<file path="src/rtl/dmem_arbiter.sv">
// Data RAM arbiter: core MEM stage (fixed priority) vs host/debug port.
// Starvation-forced host slot, host lock, tagged one-cycle read return.
//
// Ports:
//   clk, rstn              clock, async active-low reset
//   core_req/we/addr/wdata core access; core_stall holds the pipeline
//   core_rvalid/rdata      core read return
//   host_req/we/addr/wdata host access, held until host_gnt
//   host_lock              host owns the RAM, core frozen
//   host_gnt               host access taken this cycle
//   host_rvalid/rdata      host read return
//   ram_en/we/addr/wdata   RAM command
//   ram_rdata              registered read-first RAM data
module dmem_arbiter #(
  parameter int MEM_WA       = 8,
  parameter int WIDTH_VECTOR = 16,
  parameter int N            = 16,
  parameter int STARVE_MAX   = 4,
  localparam int DW          = WIDTH_VECTOR * N
) (
  input  logic              clk,
  input  logic              rstn,
  input  logic              core_req,
  input  logic              core_we,
  input  logic [MEM_WA-1:0] core_addr,
  input  logic [DW-1:0]     core_wdata,
  output logic              core_stall,
  output logic              core_rvalid,
  output logic [DW-1:0]     core_rdata,
  input  logic              host_req,
  input  logic              host_we,
  input  logic [MEM_WA-1:0] host_addr,
  input  logic [DW-1:0]     host_wdata,
  input  logic              host_lock,
  output logic              host_gnt,
  output logic              host_rvalid,
  output logic [DW-1:0]     host_rdata,
  output logic              ram_en,
  output logic              ram_we,
  output logic [MEM_WA-1:0] ram_addr,
  output logic [DW-1:0]     ram_wdata,
  input  logic [DW-1:0]     ram_rdata
);

  localparam int CW = $clog2(STARVE_MAX + 1);
  localparam logic [CW-1:0] CNT_MAX = CW'(STARVE_MAX);

  typedef enum logic [1:0] {
    NORMAL,
    FORCE_HOST,
    LOCK
  } state_t;

  typedef enum logic [1:0] {
    OWN_NONE,
    OWN_CORE,
    OWN_HOST
  } owner_t;

  state_t        state;
  state_t        state_nxt;
  owner_t        rd_owner;
  owner_t        owner_nxt;
  logic [CW-1:0] starve_cnt;
  logic [CW-1:0] cnt_nxt;
  logic [DW-1:0] core_rdata_q;
  logic [DW-1:0] host_rdata_q;

  logic force_slot;
  logic core_gnt;

  // Lock acts on the live host_lock; the LOCK state only tracks it.
  // Grants are masked by rstn so the RAM sees nothing during reset.
  assign force_slot = (state == FORCE_HOST) & host_req;

  assign host_gnt = rstn & host_req
                  & (host_lock | force_slot | ~core_req);

  assign core_gnt = rstn & core_req
                  & ~host_lock & ~force_slot;

  assign core_stall = host_lock | (core_req & force_slot);

  always_comb begin
    ram_en    = host_gnt | core_gnt;
    ram_we    = 1'b0;
    ram_addr  = '0;
    ram_wdata = '0;
    unique case (1'b1)
      host_gnt: begin
        ram_we    = host_we;
        ram_addr  = host_addr;
        ram_wdata = host_wdata;
      end
      core_gnt: begin
        ram_we    = core_we;
        ram_addr  = core_addr;
        ram_wdata = core_wdata;
      end
      default: ;
    endcase
  end

  always_comb begin
    cnt_nxt = starve_cnt;
    if (host_lock || host_gnt)
      cnt_nxt = '0;
    else if (host_req && starve_cnt != CNT_MAX)
      cnt_nxt = starve_cnt + CW'(1);
  end

  // FORCE_HOST is entered on the edge where the count reaches its
  // limit, so the forced slot lands exactly STARVE_MAX cycles after
  // the host first lost arbitration.
  always_comb begin
    state_nxt = NORMAL;
    if (host_lock)
      state_nxt = LOCK;
    else if (host_req && !host_gnt && cnt_nxt == CNT_MAX)
      state_nxt = FORCE_HOST;
  end

  always_comb begin
    owner_nxt = OWN_NONE;
    if (host_gnt && !host_we)
      owner_nxt = OWN_HOST;
    else if (core_gnt && !core_we)
      owner_nxt = OWN_CORE;
  end

  always_ff @(posedge clk or negedge rstn) begin
    if (!rstn) begin
      state        <= NORMAL;
      starve_cnt   <= '0;
      rd_owner     <= OWN_NONE;
      core_rdata_q <= '0;
      host_rdata_q <= '0;
    end else begin
      state      <= state_nxt;
      starve_cnt <= cnt_nxt;
      rd_owner   <= owner_nxt;
      if (core_rvalid)
        core_rdata_q <= ram_rdata;
      if (host_rvalid)
        host_rdata_q <= ram_rdata;
    end
  end

  // RAM data arrives the cycle after the read grant; the idle side
  // keeps presenting its last returned word.
  assign core_rvalid = (rd_owner == OWN_CORE);
  assign host_rvalid = (rd_owner == OWN_HOST);
  assign core_rdata  = core_rvalid ? ram_rdata : core_rdata_q;
  assign host_rdata  = host_rvalid ? ram_rdata : host_rdata_q;

endmodule

</file>
<file path="config.mk">
export PLATFORM = sky130hd
export DESIGN_NAME = dmem_arbiter
export DESIGN_NICKNAME = d
export VERILOG_FILES = /design/src/rtl/dmem_arbiter.sv
export SDC_FILE = /design/constraint.sdc
export NUM_CORES = 1
export LEC_CHECK = 0
export ABC_AREA = 1
export BUFFER_PORTS_ARGS = -buffer_cell sky130_fd_sc_hd__buf_2
export CORE_AREA = 5 5 618 620
export DETAILED_ROUTE_END_ITERATION = 8
export DIE_AREA = 0 0 623 625
export PLACE_DENSITY = 0.3
export SKIP_LAST_GASP = 1
export SYNTH_ARGS = -nofsm -noshare
export SYNTH_HDL_FRONTEND = slang
export SYNTH_SLANG_ARGS = --single-unit
</file>
<file path="constraint.sdc">
create_clock -name clk -period 2.75 [get_ports clk]
set_clock_uncertainty 0.15 [all_clocks]
set_input_delay 0.275 -clock clk [delete_from_list [all_inputs] [get_ports clk]]
set_output_delay 0.275 -clock clk [all_outputs]
set_load 0.1 [all_outputs]
</file>
### Word-level counts from Yosys, hierarchy flattened

Cells that the tools add are included.

* add/sub/neg operators: 1
* equal/unequal tests: 5
* multiplexer cells: 11
* bitwise operators: 14
* reduce and logical (&&, ||, !) cells: 9

Operator list (count)
* 256-bit two-way mux: 2
* 256-bit one-hot mux with 2 select lines: 1
* 8-bit one-hot mux with 2 select lines: 1
* 1-bit bitwise AND: 7
* 3-bit two-way mux: 2
* 1-bit logical AND: 5
* 2-bit by 1-bit equality test with 1-bit output, second input constant: 2
* 2-bit two-way mux: 2
* 1-bit bitwise OR: 4
* 3-bit by 1-bit adder with 3-bit output, second input constant: 1
* 3-bit equality test, second input constant: 1
* 1-bit zero test: 3
* 3-bit != test, second input constant: 1
* 1-bit inverter: 3
* 2-bit equality test, second input constant: 1
* 1-bit two-way mux: 2
* 1-bit one-hot mux with 2 select lines: 1
* 1-bit logical OR: 1

* bits in registers: 519
* input bits: 791
* output and inout bits: 782
* logic and storage cells: 45

### Depth between registers and ports, before layout

* depth after elaboration: 11
* gate-level depth with buffers: 9

### Worst setup path before layout

Ideal clock, no wire load.

* kind: flip-flop to flip-flop
* start: register rd_owner[1]
* end: register core_rdata_q[100]
* arrival time: 4.457 ns
* path slack: -2.210 ns
* stages on the path, launching flop included: 6
* path buffers: 2
* clock period less this slack: 4.960 ns
* path through: dfrtp_1 -> nor2_1 -> inv_2 -> clkbuf_1 -> clkbuf_1 -> o21ai_0

* cells in the longest elaborated chain, start to end: 2

RTL lines
* from (decl): RTL line 62 `owner_t rd_owner;`
* from (signal assigned): RTL line 141 `rd_owner <= owner_nxt;`
* 2-bit by 1-bit equality test with 1-bit output: RTL line 151 `assign core_rvalid = (rd_owner == OWN_CORE);`
* via core_rvalid: RTL line 28 `output logic core_rvalid,`
* 256-bit two-way mux
* via core_rdata[100]: RTL line 29 `output logic [DW-1:0] core_rdata,`
* to (signal assigned): RTL line 143 `core_rdata_q <= ram_rdata;`
* to (decl): RTL line 66 `logic [DW-1:0] core_rdata_q;`

The timed path passes the listed nets, and every way through them passes these cells.

### Worst setup path after layout

* start: register rd_owner[0]
* end: output port host_rdata[0]

* cells in the longest elaborated chain, start to end: 2

RTL lines
* 2-bit equality test: RTL line 152 `assign host_rvalid = (rd_owner == OWN_HOST);`
* 256-bit two-way mux
* to (decl): RTL line 37 `output logic [DW-1:0] host_rdata,`

Every way passes these cells.

==> impl_metrics.py <==
metrics = {
    "setup_path": {
        "start_kind": "flop",
        "critPathKind": "flop to output port",
        "cp_slowest_cell": "o21ai_0",
        "cp_common_cell": "buf_12",
        "cp-end-kind": "output port",
        "crit_buf_inv": 4,
        "crit_family": "buffers and inverters",
        "slowest_delay_ns": 0.39,
        "cp_cell_sequence": "inv_2, nand2_4, buf_12, clkbuf_16, o21ai_0, buf_12",
        "cp.required_ns": 2.33,
        "cp.arrival_ns": 2.63,
        "critPathMaxFanout": 40,
    },
    "yosys": {
        "synth.cell_area_um2": 22600,
        "synth_top_area_share_pct": 57.5,
        "synth_area_leaders": "dfrtp_1 (58%), nand2_1 (22%), o21ai_0 (11%)",
        "synthCells": 2814,
        "synth_seq_cells": 519,
        "syn_nets": 3607,
        "synth_top_area_cell": "dfrtp_1",
        "yosys_warnings": 0,
        "syn_avg_cell_area_um2": 8.02,
        "yosysSeqAreaShare_pct": 57.5,
        "synth_cell_types": 19,
    },
    "final_layout": {
        "final_layout_size_suffix_gt1_share_pct": 47.8,
        "syn2layout_area_growth_pct": 160,
        "final-instance-count-excl-fill": 9952,
        "multi_input_area_um2": 10100,
        "seq_area_um2": 13000,
        "fin_nets": 5570,
        "final_cell_mix": "nand2_1 (1064), buf_12 (815), buf_2 (803), dfrtp_1 (518), o21ai_0 (277)",
        "layout_commonest_cell": "nand2_1",
        "nFillCells": 42300,
    },
    "clock_tree": {
        "htreeDepth": 3,
        "cts_buffers": 79,
        "cts_tree": "built",
        "cts_buffer_depth": 4,
        "clk_pin_slew_worst_paths_ns": 0.06,
        "cts_sinks": 519,
        "clkLatencyLatePin_ns": 0.74,
        "cts-root-buf": "clkbuf_16",
    },
    "timing": {
        "whs_ns": 0.0287,
        "finalHoldViolations": 0,
        "relSlewSlack_pct": 40.2,
        "setup_viol": 714,
        "maxSlewViolCount": 0,
        "fmax_ghz": 0.328,
        "period_share_pct": 111,
        "fin_ws_ns": -0.302,
        "finalCriticalPeriod_ns": 3.05,
        "tightest_slew_ns": 0.897,
        "rsz0062_at_grt": "yes",
    },
    "grt": {
        "grt_pass1_wl_um": 321000,
        "grt_usage_pct": 12.6,
        "antenna_found_initial": 89,
        "grt_pass1_vias": 29000,
        "gr-total-overflow": 0,
        "grt_start_max_net_pins": 108,
    },
    "detailed_routing": {
        "ant_nets": 0,
        "drc": 0,
        "drtPass1Iterations": 5,
        "via_per_inst": 2.81,
        "wl_per_cell_um": 26.1,
        "vias": 27900,
        "first_iter_violations": 1651,
        "routed_wl_um": 259000,
    },
    "job": {
        "drv_cap": 0,
    },
    "floorplan": {
        "fp.dieH_um": 625,
        "start_util_pct": 6.02,
        "die_area_um2": 389000,
        "core_area_um2": 375000,
        "die_w_um": 623,
        "floorplan.rows": 225,
        "num_io_pins": 1573,
    },
    "pwr": {
        "p_leak_uw": 0.0271,
        "worst_ir_drop_vdd_mv": 0.384,
        "p_per_area_nw_per_um2": 837,
    },
    "placed_design": {
        "gp_congestion": 0.949,
        "dp_hpwl_um": 219000,
        "port_buffers": 1572,
        "dp_cells": 9333,
    },
    "min_path": {
        "min_path_type": "input pin to flop",
    },
    "outcome": {
        "outcome": "finished, violations left",
        "violations": "setup timing",
    },
}
==> Yosys cell counts <==
library cell and instances:
nand2_1 1324, dfrtp_1 519, o21ai_0 513, inv_1 266
clkbuf_1 83, buf_2 47, buf_6 24, buf_1 10
nor2_1 7, buf_4 4, inv_2 4, nand3_1 4
buf_12 2, ha_1 2, a21oi_1 1, clkinv_2 1
nand2_2 1, nand3_2 1, nand3b_1 1
==> layout make-up <==
cell class,count,area share [%]
antenna,127,0.542
clock buffer,114,3.89
clock inverter,21,0.359
inverter,271,1.80
multi-input combinational,1854,17.2
sequential,519,22.2
tap,4994,10.7
timing repair buffer,2050,43.3
timing repair inverter,2,0.0854
==> state kept, by name, indices dropped and copies added, names as in the netlist <==
| register | cells |
|---|---|
| core_rdata_q | 256 |
| state | 2 |
| rd_owner | 2 |
| starve_cnt | 3 |
| host_rdata_q | 256 |
==> kinds of logic (layout without fill, tap and decap cells) <==
group | after synthesis | in the layout | synth area share [%]
flops | 519 | 519 | 57.5
fa+ha+maj | 2 | 2 | 0.111
compound gates | 514 | 514 | 11.4
simple gates | 1338 | 1338 | 22.3
buf+inv | 441 | 2458 | 8.61
other cells | 0 | 127 | 0
==> path summary, 6_finish.rpt <==
path | start | endpoint | slack (ns) | depth (start not counted)
setup / recovery | rd_owner[0]$_DFF_PN0_ | host_rdata[0] | -0.30 | 6
hold / removal | ram_rdata[85] | core_rdata_q[85]$_DFF_PN0_ | 0.03 | 4
setup reg to reg | state[1]$_DFF_PN0_ | state[0]$_DFF_PN0_ | 0.43 | 11
hold reg to reg | host_rdata_q[105]$_DFF_PN0_ | host_rdata_q[105]$_DFF_PN0_ | 0.33 | 2
max in group asynchronous | rstn | host_rdata_q[91]$_DFF_PN0_ | 1.21 | 6
min in group asynchronous | rstn | host_rdata_q[186]$_DFF_PN0_ | 0.42 | 6
==> power breakdown <==
| part | internal (µW) | leakage [µW] | switching, µW |
|---|---|---|---|
| combinational | 9020 | 0.0195 | 20300 |
| clock | 6010 | 0.00122 | 4030 |
| sequential | 9260 | 0.00633 | 417 |
| total | 24300 | 0.0271 | 24800 |
==> through the flow <==
step                power, µW  setup TNS [ns]  worst slack [ns]  instance area, µm²  util (%)
floorplan               26000         -879.92             -1.33               22800         -
global placement        38200           -1.20            -0.217               48800      13.0
detailed placement      38300          -0.321            -0.116               48800      13.0
CTS                     49700         -233.40            -0.440               56700      15.1
global route            50800         -204.92            -0.386               58600      15.6
finish                  49100          -94.30            -0.302               58600      15.6
==> worst min-delay path: cells and delay by family <==
family / cells / cell delay, ns
AOI/OAI and AO/OA: 1 / 0.17
buffers and inverters: 3 / 0.37
==> routing by layer <==
layer,vias to the layer above,share of wire (%),GRT usage (%)
met5,-,0.052,0
met4,20,5.9,6.07
met3,319,5.9,3.07
met2,1196,54,24.3
met1,13600,34,12.5
li1,12800,-,-
==> repair_timing <==
item / 4_1_cts / 5_1_grt
hold endpoints to repair: 791 / 1
pin swaps: 64 / 46
endpoints found under the setup margin: 768 / 770
gates resized for setup: 474 / 390
gates cloned: 21 / 17
setup buffers: 51 / 13
hold buffers: 267 / 1
(Power assumes the default switching activity.)
